## src/rtl/iir_pkg.sv

```systemverilog
// rtl/iir_pkg.sv - shared constants and FSM state type for the iir sample feeder
package iir_pkg;
   localparam int DEFAULT_DATA_W = 8;
   localparam logic signed [7:0] IMPULSE_AMP = 8'sh7F;

   typedef enum logic [1:0] {
      IDLE      = 2'd0,
      IMP_ISSUE = 2'd1,
      IMP_DRAIN = 2'd2
   } feeder_state_e;
endpackage

```

## src/rtl/sample_fifo.sv

```systemverilog
// rtl/sample_fifo.sv - synchronous FIFO, head visible combinationally, no write-to-read bypass
module sample_fifo #(
   parameter int DATA_W = 8,
   parameter int DEPTH  = 4,
   localparam int AW    = $clog2(DEPTH)
) (
   input  logic              clk_i,
   input  logic              rst_ni,
   input  logic              push_i,
   input  logic [DATA_W-1:0] data_i,
   input  logic              pop_i,
   output logic [DATA_W-1:0] data_o,
   output logic              full_o,
   output logic              empty_o,
   output logic [AW:0]       level_o
);
   logic [DATA_W-1:0] mem_q [DEPTH];
   logic [DATA_W-1:0] mem_d [DEPTH];
   logic [AW:0]       wr_ptr_q, wr_ptr_d;
   logic [AW:0]       rd_ptr_q, rd_ptr_d;
   logic              do_push, do_pop;

   // Pointers carry one extra MSB so full and empty differ only in that bit.
   assign empty_o = (wr_ptr_q == rd_ptr_q);
   assign full_o  = (wr_ptr_q[AW] != rd_ptr_q[AW]) && (wr_ptr_q[AW-1:0] == rd_ptr_q[AW-1:0]);
   assign level_o = wr_ptr_q - rd_ptr_q;
   assign data_o  = mem_q[rd_ptr_q[AW-1:0]];
   assign do_push = push_i && !full_o;
   assign do_pop  = pop_i && !empty_o;

   always_comb begin
      mem_d    = mem_q;
      wr_ptr_d = wr_ptr_q;
      rd_ptr_d = rd_ptr_q;
      if (do_push) begin
         mem_d[wr_ptr_q[AW-1:0]] = data_i;
         wr_ptr_d                = wr_ptr_q + (AW+1)'(1);
      end
      if (do_pop) begin
         rd_ptr_d = rd_ptr_q + (AW+1)'(1);
      end
   end

   always_ff @(posedge clk_i or negedge rst_ni) begin
      if (!rst_ni) begin
         wr_ptr_q <= '0;
         rd_ptr_q <= '0;
         for (int i = 0; i < DEPTH; i++) begin
            mem_q[i] <= '0;
         end
      end else begin
         wr_ptr_q <= wr_ptr_d;
         rd_ptr_q <= rd_ptr_d;
         mem_q    <= mem_d;
      end
   end
endmodule

```

## src/rtl/iir_sample_feeder.sv

```systemverilog
// rtl/iir_sample_feeder.sv - buffers samples into iir_filter and runs impulse-response sequences
module iir_sample_feeder
   import iir_pkg::*;
#(
   parameter int DATA_W = DEFAULT_DATA_W,
   parameter int DEPTH  = 4,
   parameter int LEN_W  = 9
) (
   input  logic                   clk_i,
   input  logic                   rst_ni,
   input  logic [DATA_W-1:0]      s_data_i,
   input  logic                   s_valid_i,
   output logic                   s_ready_o,
   output logic [DATA_W-1:0]      d_o,
   output logic                   en_o,
   input  logic                   busy_i,
   input  logic                   valid_i,
   input  logic                   imp_start_i,
   input  logic [LEN_W-1:0]       imp_len_i,
   output logic                   imp_busy_o,
   output logic                   done_o,
   output logic [$clog2(DEPTH):0] level_o
);
   feeder_state_e     state_q, state_d;
   logic [LEN_W-1:0]  out_q, out_d;
   logic [LEN_W-1:0]  len_q, len_d;
   logic [LEN_W-1:0]  iss_q, iss_d;
   logic [LEN_W-1:0]  res_q, res_d;
   logic [LEN_W-1:0]  res_next;
   logic              done_q, done_d;
   logic              en, pop;
   logic [DATA_W-1:0] d_mux;
   logic [DATA_W-1:0] fifo_head;
   logic              fifo_full, fifo_empty;

   sample_fifo #(
      .DATA_W (DATA_W),
      .DEPTH  (DEPTH)
   ) u_fifo (
      .clk_i   (clk_i),
      .rst_ni  (rst_ni),
      .push_i  (s_valid_i),
      .data_i  (s_data_i),
      .pop_i   (pop),
      .data_o  (fifo_head),
      .full_o  (fifo_full),
      .empty_o (fifo_empty),
      .level_o (level_o)
   );

   always_comb begin
      en       = 1'b0;
      pop      = 1'b0;
      d_mux    = '0;
      state_d  = state_q;
      len_d    = len_q;
      iss_d    = iss_q;
      res_d    = res_q;
      res_next = res_q + LEN_W'(valid_i);
      done_d   = 1'b0;
      case (state_q)
         IDLE: begin
            en  = !fifo_empty && !busy_i;
            pop = en;
            if (en) begin
               d_mux = fifo_head;
            end
            // Impulse runs need a quiet pipeline; a start seen at any other time is dropped.
            if (imp_start_i && fifo_empty && (out_q == '0) && !busy_i) begin
               len_d   = (imp_len_i == '0) ? LEN_W'(1) : imp_len_i;
               iss_d   = '0;
               res_d   = '0;
               state_d = IMP_ISSUE;
            end
         end
         IMP_ISSUE: begin
            en = !busy_i;
            if (en) begin
               d_mux = (iss_q == '0) ? DATA_W'(IMPULSE_AMP) : '0;
               iss_d = iss_q + LEN_W'(1);
               if ((iss_q + LEN_W'(1)) == len_q) begin
                  state_d = IMP_DRAIN;
               end
            end
            res_d = res_next;
         end
         IMP_DRAIN: begin
            res_d = res_next;
            if (res_next == len_q) begin
               done_d  = 1'b1;
               state_d = IDLE;
            end
         end
         default: state_d = IDLE;
      endcase

      out_d = out_q;
      if (en && !valid_i) begin
         out_d = out_q + LEN_W'(1);
      end else if (!en && valid_i && (out_q != '0)) begin
         out_d = out_q - LEN_W'(1);
      end
   end

   always_ff @(posedge clk_i or negedge rst_ni) begin
      if (!rst_ni) begin
         state_q <= IDLE;
         out_q   <= '0;
         len_q   <= '0;
         iss_q   <= '0;
         res_q   <= '0;
         done_q  <= 1'b0;
      end else begin
         state_q <= state_d;
         out_q   <= out_d;
         len_q   <= len_d;
         iss_q   <= iss_d;
         res_q   <= res_d;
         done_q  <= done_d;
      end
   end

   assign en_o       = en;
   assign d_o        = d_mux;
   assign s_ready_o  = !fifo_full;
   assign imp_busy_o = (state_q != IDLE);
   assign done_o     = done_q;
endmodule
```

## config.mk

```make
export PLATFORM = sky130hd
export DESIGN_NAME = iir_sample_feeder
export DESIGN_NICKNAME = d
export VERILOG_FILES = /design/src/rtl/iir_pkg.sv /design/src/rtl/sample_fifo.sv /design/src/rtl/iir_sample_feeder.sv
export SDC_FILE = /design/constraint.sdc
export NUM_CORES = 1
export LEC_CHECK = 0
export CORE_AREA = 2 2 96 98
export DETAILED_ROUTE_END_ITERATION = 10
export DIE_AREA = 0 0 98 100
export PLACE_DENSITY = 0.72
export SYNTH_ARGS = -nofsm -noshare
export SYNTH_HDL_FRONTEND = slang
export SYNTH_SLANG_ARGS = --single-unit
export TNS_END_PERCENT = 50
```

## constraint.sdc

```tcl
create_clock -name clk_i -period 3.25 [get_ports clk_i]
set_clock_uncertainty 0.05 [all_clocks]
set_input_delay 0.65 -clock clk_i [delete_from_list [all_inputs] [get_ports clk_i]]
set_output_delay 0.65 -clock clk_i [all_outputs]
set_load 0.05 [all_outputs]
```

==> After elaboration in Yosys (flattened, before gate mapping) <==
Cells that the tools add are included.
{ "word_totals": {"ff_bits": 77, "in_bits": 23, "out_inout_bits": 15} }
{ "op_classes": {"add_sub_neg": 7, "magnitude_cmp": 3, "eq_ne": 11, "n_mux": 26, "bitwise_logic": 2, "n_reduce_logical": 30} }
{ "ops": {"columns": ["operator", "count"], "rows": [
  ["2-to-1 mux 9 bit", 5],
  ["case mux 9 bit (2 select lines)", 2],
  ["bitwise mux 32 bit", 1],
  ["2-to-1 mux 8 bit", 4],
  ["logical NOT 9 bit", 3],
  ["adder 9 x 1 -> 9 bit, second input constant", 2],
  ["equality test 9 bit", 2],
  ["binary-select mux 8 bit (select 2 bit)", 1],
  ["demux 8 bit (select 2 bit)", 1],
  ["case mux 8 bit (2 select lines)", 1],
  ["2-to-1 mux 7 bit", 2],
  ["logical AND 1 bit", 11],
  ["adder 9 x 1 -> 9 bit", 1],
  ["nonzero test 9 bit", 1],
  ["subtractor 9 x 1 -> 9 bit, second input constant", 1],
  ["2-to-1 mux 2 bit", 4],
  ["!= test 2 bit, second input constant", 4],
  ["nonzero test 2 bit", 4],
  ["adder 3 x 1 -> 3 bit, second input constant", 2],
  [">= comparator 3 bit, second input constant", 2],
  ["NOT 2 -> 3 bit", 2],
  ["case mux 2 bit (3 select lines)", 1],
  ["logical NOT 1 bit", 5],
  ["AND reduction 2 bit", 2],
  ["13 further kinds", 15]
]} }

==> Depth between registers and ports, before layout <==
{ "logic_depth": {"word_depth": 9, "mapped_depth": 16, "ltp_nobuf": 15} }

==> Cells and area by module <==
From an unflattened synthesis, not the netlist that was laid out.
{ "hier_totals": {"hier_cells": 436, "area_unflattened_um2": 4777.1} }
{ "modules_own_cells": {"columns": ["mod", "n_inst", "cells_each", "area_each_um2", "seq_area_each_um2"], "rows": [
  ["iir_sample_feeder", 1, 315, 2936.6, 975.9],
  ["sample_fifo", 1, 121, 1840.5, 950.9]
]} }

==> Least setup slack after synthesis <==
Ideal clock, no wire load.
{ "synth_path": {"kind": "reg-to-reg", "startpoint": "register u_fifo.rd_ptr_q[1]", "endpoint": "register out_q[8]", "setup_ns": 0.080, "t_arrival_ns": 3.438, "slack_ns": -0.318, "path_stages_with_launch": 16, "n_path_buf": 1, "path_cell_list": "dfrtp_1 > clkbuf_1 > inv_1 > ha_1 > nand3_2 > nand3b_1 > nor2b_1 > nor2_1 > inv_1 > fa_1 > a21o_1 > a21oi_1 > o21ai_0 > o41ai_1 > mux2i_1 > xnor2_1"} }
{ "synth_between": {"elab_chain_len": 8, "elab_cells_between_ends": 10, "classes_between": "1 x eq/ne; 2 x mux; 7 x reduce/logical"} }
{ "synth_rtl": {"columns": ["element", "line", "rtl"], "rows": [
  ["start, declared", "sample_fifo.sv:20", "logic [AW:0] rd_ptr_q, rd_ptr_d;"],
  ["start signal, assigned", "sample_fifo.sv:53", "rd_ptr_q <= rd_ptr_d;"],
  ["equality test 3 bit (*)", "sample_fifo.sv:24", "assign empty_o = (wr_ptr_q == rd_ptr_q);"],
  ["logical NOT 1 bit (*)", "iir_sample_feeder.sv:63", "en = !fifo_empty && !busy_i;"],
  ["logical AND 1 bit (*)", "iir_sample_feeder.sv:63", null],
  ["case mux 1 bit (2 select lines) (*)", "iir_sample_feeder.sv:61", "case (state_q)"],
  ["logical NOT 1 bit", "iir_sample_feeder.sv:100", "end else if (!en && valid_i && (out_q != '0)) begin"],
  ["logical AND 1 bit (2 in a row)", "iir_sample_feeder.sv:100", null],
  ["nonzero test 2 bit (no line)", null, null],
  ["end signal, assigned", "iir_sample_feeder.sv:115", "out_q <= out_d;"],
  ["end, declared", "iir_sample_feeder.sv:25", "logic [LEN_W-1:0] out_q, out_d;"]
]} }
Every way passes the cells marked *; elsewhere a longest branch is shown, timed or not.
A chain may end at the register's enable or synchronous reset.

==> Final worst setup path <==
{ "layout_path": {"startpoint": "register state_q[1]", "endpoint": "output port d_o[1]"} }
{ "layout_between": {"elab_chain_len": 2, "elab_cells_between_ends": 3, "classes_between": "1 x eq/ne; 1 x mux; 1 x reduce/logical"} }
{ "layout_rtl": {"columns": ["element", "line", "rtl"], "rows": [
  ["start, declared", "iir_sample_feeder.sv:24", "feeder_state_e state_q, state_d;"],
  ["start signal, assigned", "iir_sample_feeder.sv:114", "state_q <= state_d;"],
  ["equality test 2 x 1 -> 1 bit / logical NOT 2 bit (equally long branches)", "iir_sample_feeder.sv:61", null],
  ["case mux 8 bit (2 select lines) (*)", "iir_sample_feeder.sv:61", null],
  ["end, declared", "iir_sample_feeder.sv:14", "output logic [DATA_W-1:0] d_o,"]
]} }
Marks and branches as above.

==> metrics <==
vias in the first global route 3,216; total core area 0.00889 mm²; via count 3,264; pin count of the biggest net entering global routing slightly below 80; Inserted Clock Buffers 9; CTS Sinks 77; largest cells by area after synthesis dfrtp_1, mux2_2, ha_1, xnor2_1, mux4_2; syn_nets around 440; ys async rst share 100%; Max FO, Critical Path 7; I/O pin count 38; Vert. Die Dim 100 µm; Multi-input gate area 0.00246 mm²; Hold Fails Final Rpt 0; WL/cell 15.9 µm; HPWL Detailed between 6000 and 7000 µm; sequential area share after synthesis a little over two fifths; Mapped Area 0.00449 mm²; critical path launch point type register; class of the most critical setup path reg -> out; Die Wd 98 µm; flop2flop setup slack 0.19 ns; Logic pwr share between 60 and 70%; die area 0.00980 mm²; worst hold path type in -> async; Crit. End Element primary output; fin nets 511; register area 0.00193 mm²; TritonCTS clock tree built; Final Cycle Share between 90% and 100%; H-tree levels 3; PD cells 1030 mW/mm²; Synth Flop Type dfrtp_1; Final Max Tran Viols 0; initial antenna violation count 0; distinct cell type count of the synthesized netlist 51; top-count cell post-synth dfrtp_1; final antenna-violating net count 0; worst reg2reg path startpoint u_fifo.wr_ptr_q[0]; Fmax achieved ~320 MHz; Sw Pwr 2.36 mW; CP Launch Point state_q[1]; clock buffer depth 2; leakage 2.40 nW; CP Capture Point d_o[1]; Synth Register Bits 77; status complete, no violations; vias per cell 5.63; PnR Total Power 5.67 mW; grt total ovfl 0; DRC Markers 0; Post-DP Area 0.00524 mm²; power share of the clock group 12.1%; area grow syn2layout 22.1%; Clk pin slew, worst setup/hold paths 0.08 ns; Pint 3.31 mW; Post-synth EDFFs 0; worst rel slew slack 34.5%; GPL Wtd Cong about 0.88; WP data required 2.55 ns; Yosys top cell area share approximately 43%; Reg power frac 27.1%; FF-to-FF End out_q[7]; Setup Viol. Count Final 0; post-route setup TNS 0 ns; Finished Cell Area roughly 0.0055 mm²; post-synthesis cell count 397; 1st-iter DRT viols ~120; placement row count 35; # fillers 731; setup repair after global routing missed its margin false; max-cap violations 0; clock root cell clkbuf_8; Yosys top cell by area dfrtp_1; drt pass-1 iters 5; share of cells above drive strength 1 28.6%; Port Buffers 37; R2R depth 15; DRT Wirelength around 9200 µm; WHS approximately 0.39 ns; # hold bufs at CTS 0; Worst Tran Pin Value between 0.9 and 1 ns; Skew-Pair Late Insertion Delay about 0.36 ns; worst endpoint data arrival time 2.39 ns; GRT Total Usage 20.2%; Tmin final 3.09 ns; Final Core Density 61.6%; global-route wire length before repair 15,800 µm; Worst VDD drop around 0.6 mV; Starting Density around half; Avg Cell Area, Syn 11.3 µm²; commonest cells in the netlist dfrtp_1, mux2_2, o21ai_0; diode count 0; yosys warns 0; Sw Ratio 41.6%
==> power groups by stage <==
stage | Combinational, mW | Sequential (mW) | Clock (mW)
2_1_floorplan | 2.33 | 1.50 | 0
5_1_grt | 3.73 | 1.59 | 0.742
6_report | 3.45 | 1.54 | 0.687
4_1_cts | 3.38 | 1.54 | 0.701
3_5_place_dp | 3.37 | 1.56 | 0
3_3_place_gp | 3.29 | 1.53 | 0
==> state kept, by name, summed over array words and instances, names as in the netlist <==
| register | count |
|---|---|
| iss_q | 9 |
| u_fifo.mem_q | 32 |
| len_q | 9 |
| out_q | 9 |
| state_q | 2 |
| u_fifo.wr_ptr_q | 3 |
| u_fifo.rd_ptr_q | 3 |
| done_o | 1 |
| res_q | 9 |
==> cells in the final DEF (no fill, tap or decap), types with 3 or more instances in the layout <==
cell type	count
and3_1	6
xnor2_1	30
and2_1	4
clkdlybuf4s50_1	25
buf_12	9
clkbuf_8	10
a22o_1	3
o21ai_1	3
a21oi_1	5
xor2_1	9
mux4_2	8
nand2_1	20
nor3b_1	3
buf_4	33
mux2_2	46
a21o_1	3
dfrtp_1	77
nor2_1	16
ha_1	21
inv_1	22
nand3_1	12
o41ai_1	3
nor4_1	5
o21ai_0	30
nor2b_1	3
o31ai_1	9
nor3_1	5
nand4_1	3
==> routing by layer <==
| layer | global-route usage [%] | wire [µm] | vias to the layer above |
|---|---|---|---|
| met1 | 28.3 | 4370 | 1620 |
| met2 | 31.6 | 4340 | 56 |
| met3 | 4.25 | 391 | 12 |
| met5 | 0 | 0 | - |
| met4 | 6.62 | 146 | 0 |
| li1 | - | - | 1576 |
==> how the worst min path moves through the flow <==
stage          slack [ns]            endpoint  depth (start not counted)
4_1_cts              0.44  u_fifo.wr_ptr_q[0]                          1
6_report             0.39            out_q[5]                          1
2_1_floorplan        0.30              done_o                          0
3_5_place_dp         0.44            out_q[8]                          1
3_3_place_gp         0.42            out_q[8]                          1
5_1_grt              0.47            res_q[2]                          1
==> logic make-up (layout without fill, tap and decap cells) <==
| kind of cell | count (synthesis) | count (layout) | synth area share [%] |
|---|---|---|---|
| flops | 77 | 77 | 42.9 |
| compound gates | 72 | 72 | 10.9 |
| buf+inv | 35 | 107 | 3.21 |
| xor+xnor | 41 | 41 | 8.51 |
| simple gates | 90 | 90 | 10.8 |
| mux | 58 | 58 | 16.6 |
| fa+ha+maj | 24 | 24 | 7.03 |
==> worst max-delay path, stage by stage (launching register included) <==
cell	delay, ns
dfrtp_1	0.42
inv_1	0.11
ha_1	0.27
nor2b_1	0.29
buf_4	0.21
nand3_1	0.25
o21ai_0	0.30
buf_12	0.20
==> layout make-up <==
cell class | instances | share of cell area, %
clock buffers | 10 | 2.51
clock inverters | 6 | 0.845
repair buffers | 67 | 12.4
well taps | 111 | 2.53
multi-input cells | 285 | 44.9
inverters | 24 | 1.64
flip-flops and latches | 77 | 35.2
==> repair_timing <==
action	CTS	global route
endpoints found under the setup margin	0	3
gates resized for setup	0	6
setup buffers	0	3
==> metrics by stage <==
step | setup WS [ns] | std cells
finish | 0.157 | 580
global route | 0.00315 | 580
CTS | 0.0229 | 577
detailed placement | -0.169 | 561
global placement | -0.0776 | 561
floorplan | 0.00613 | 397
No activity file was read; power rests on OpenSTA's default activity.
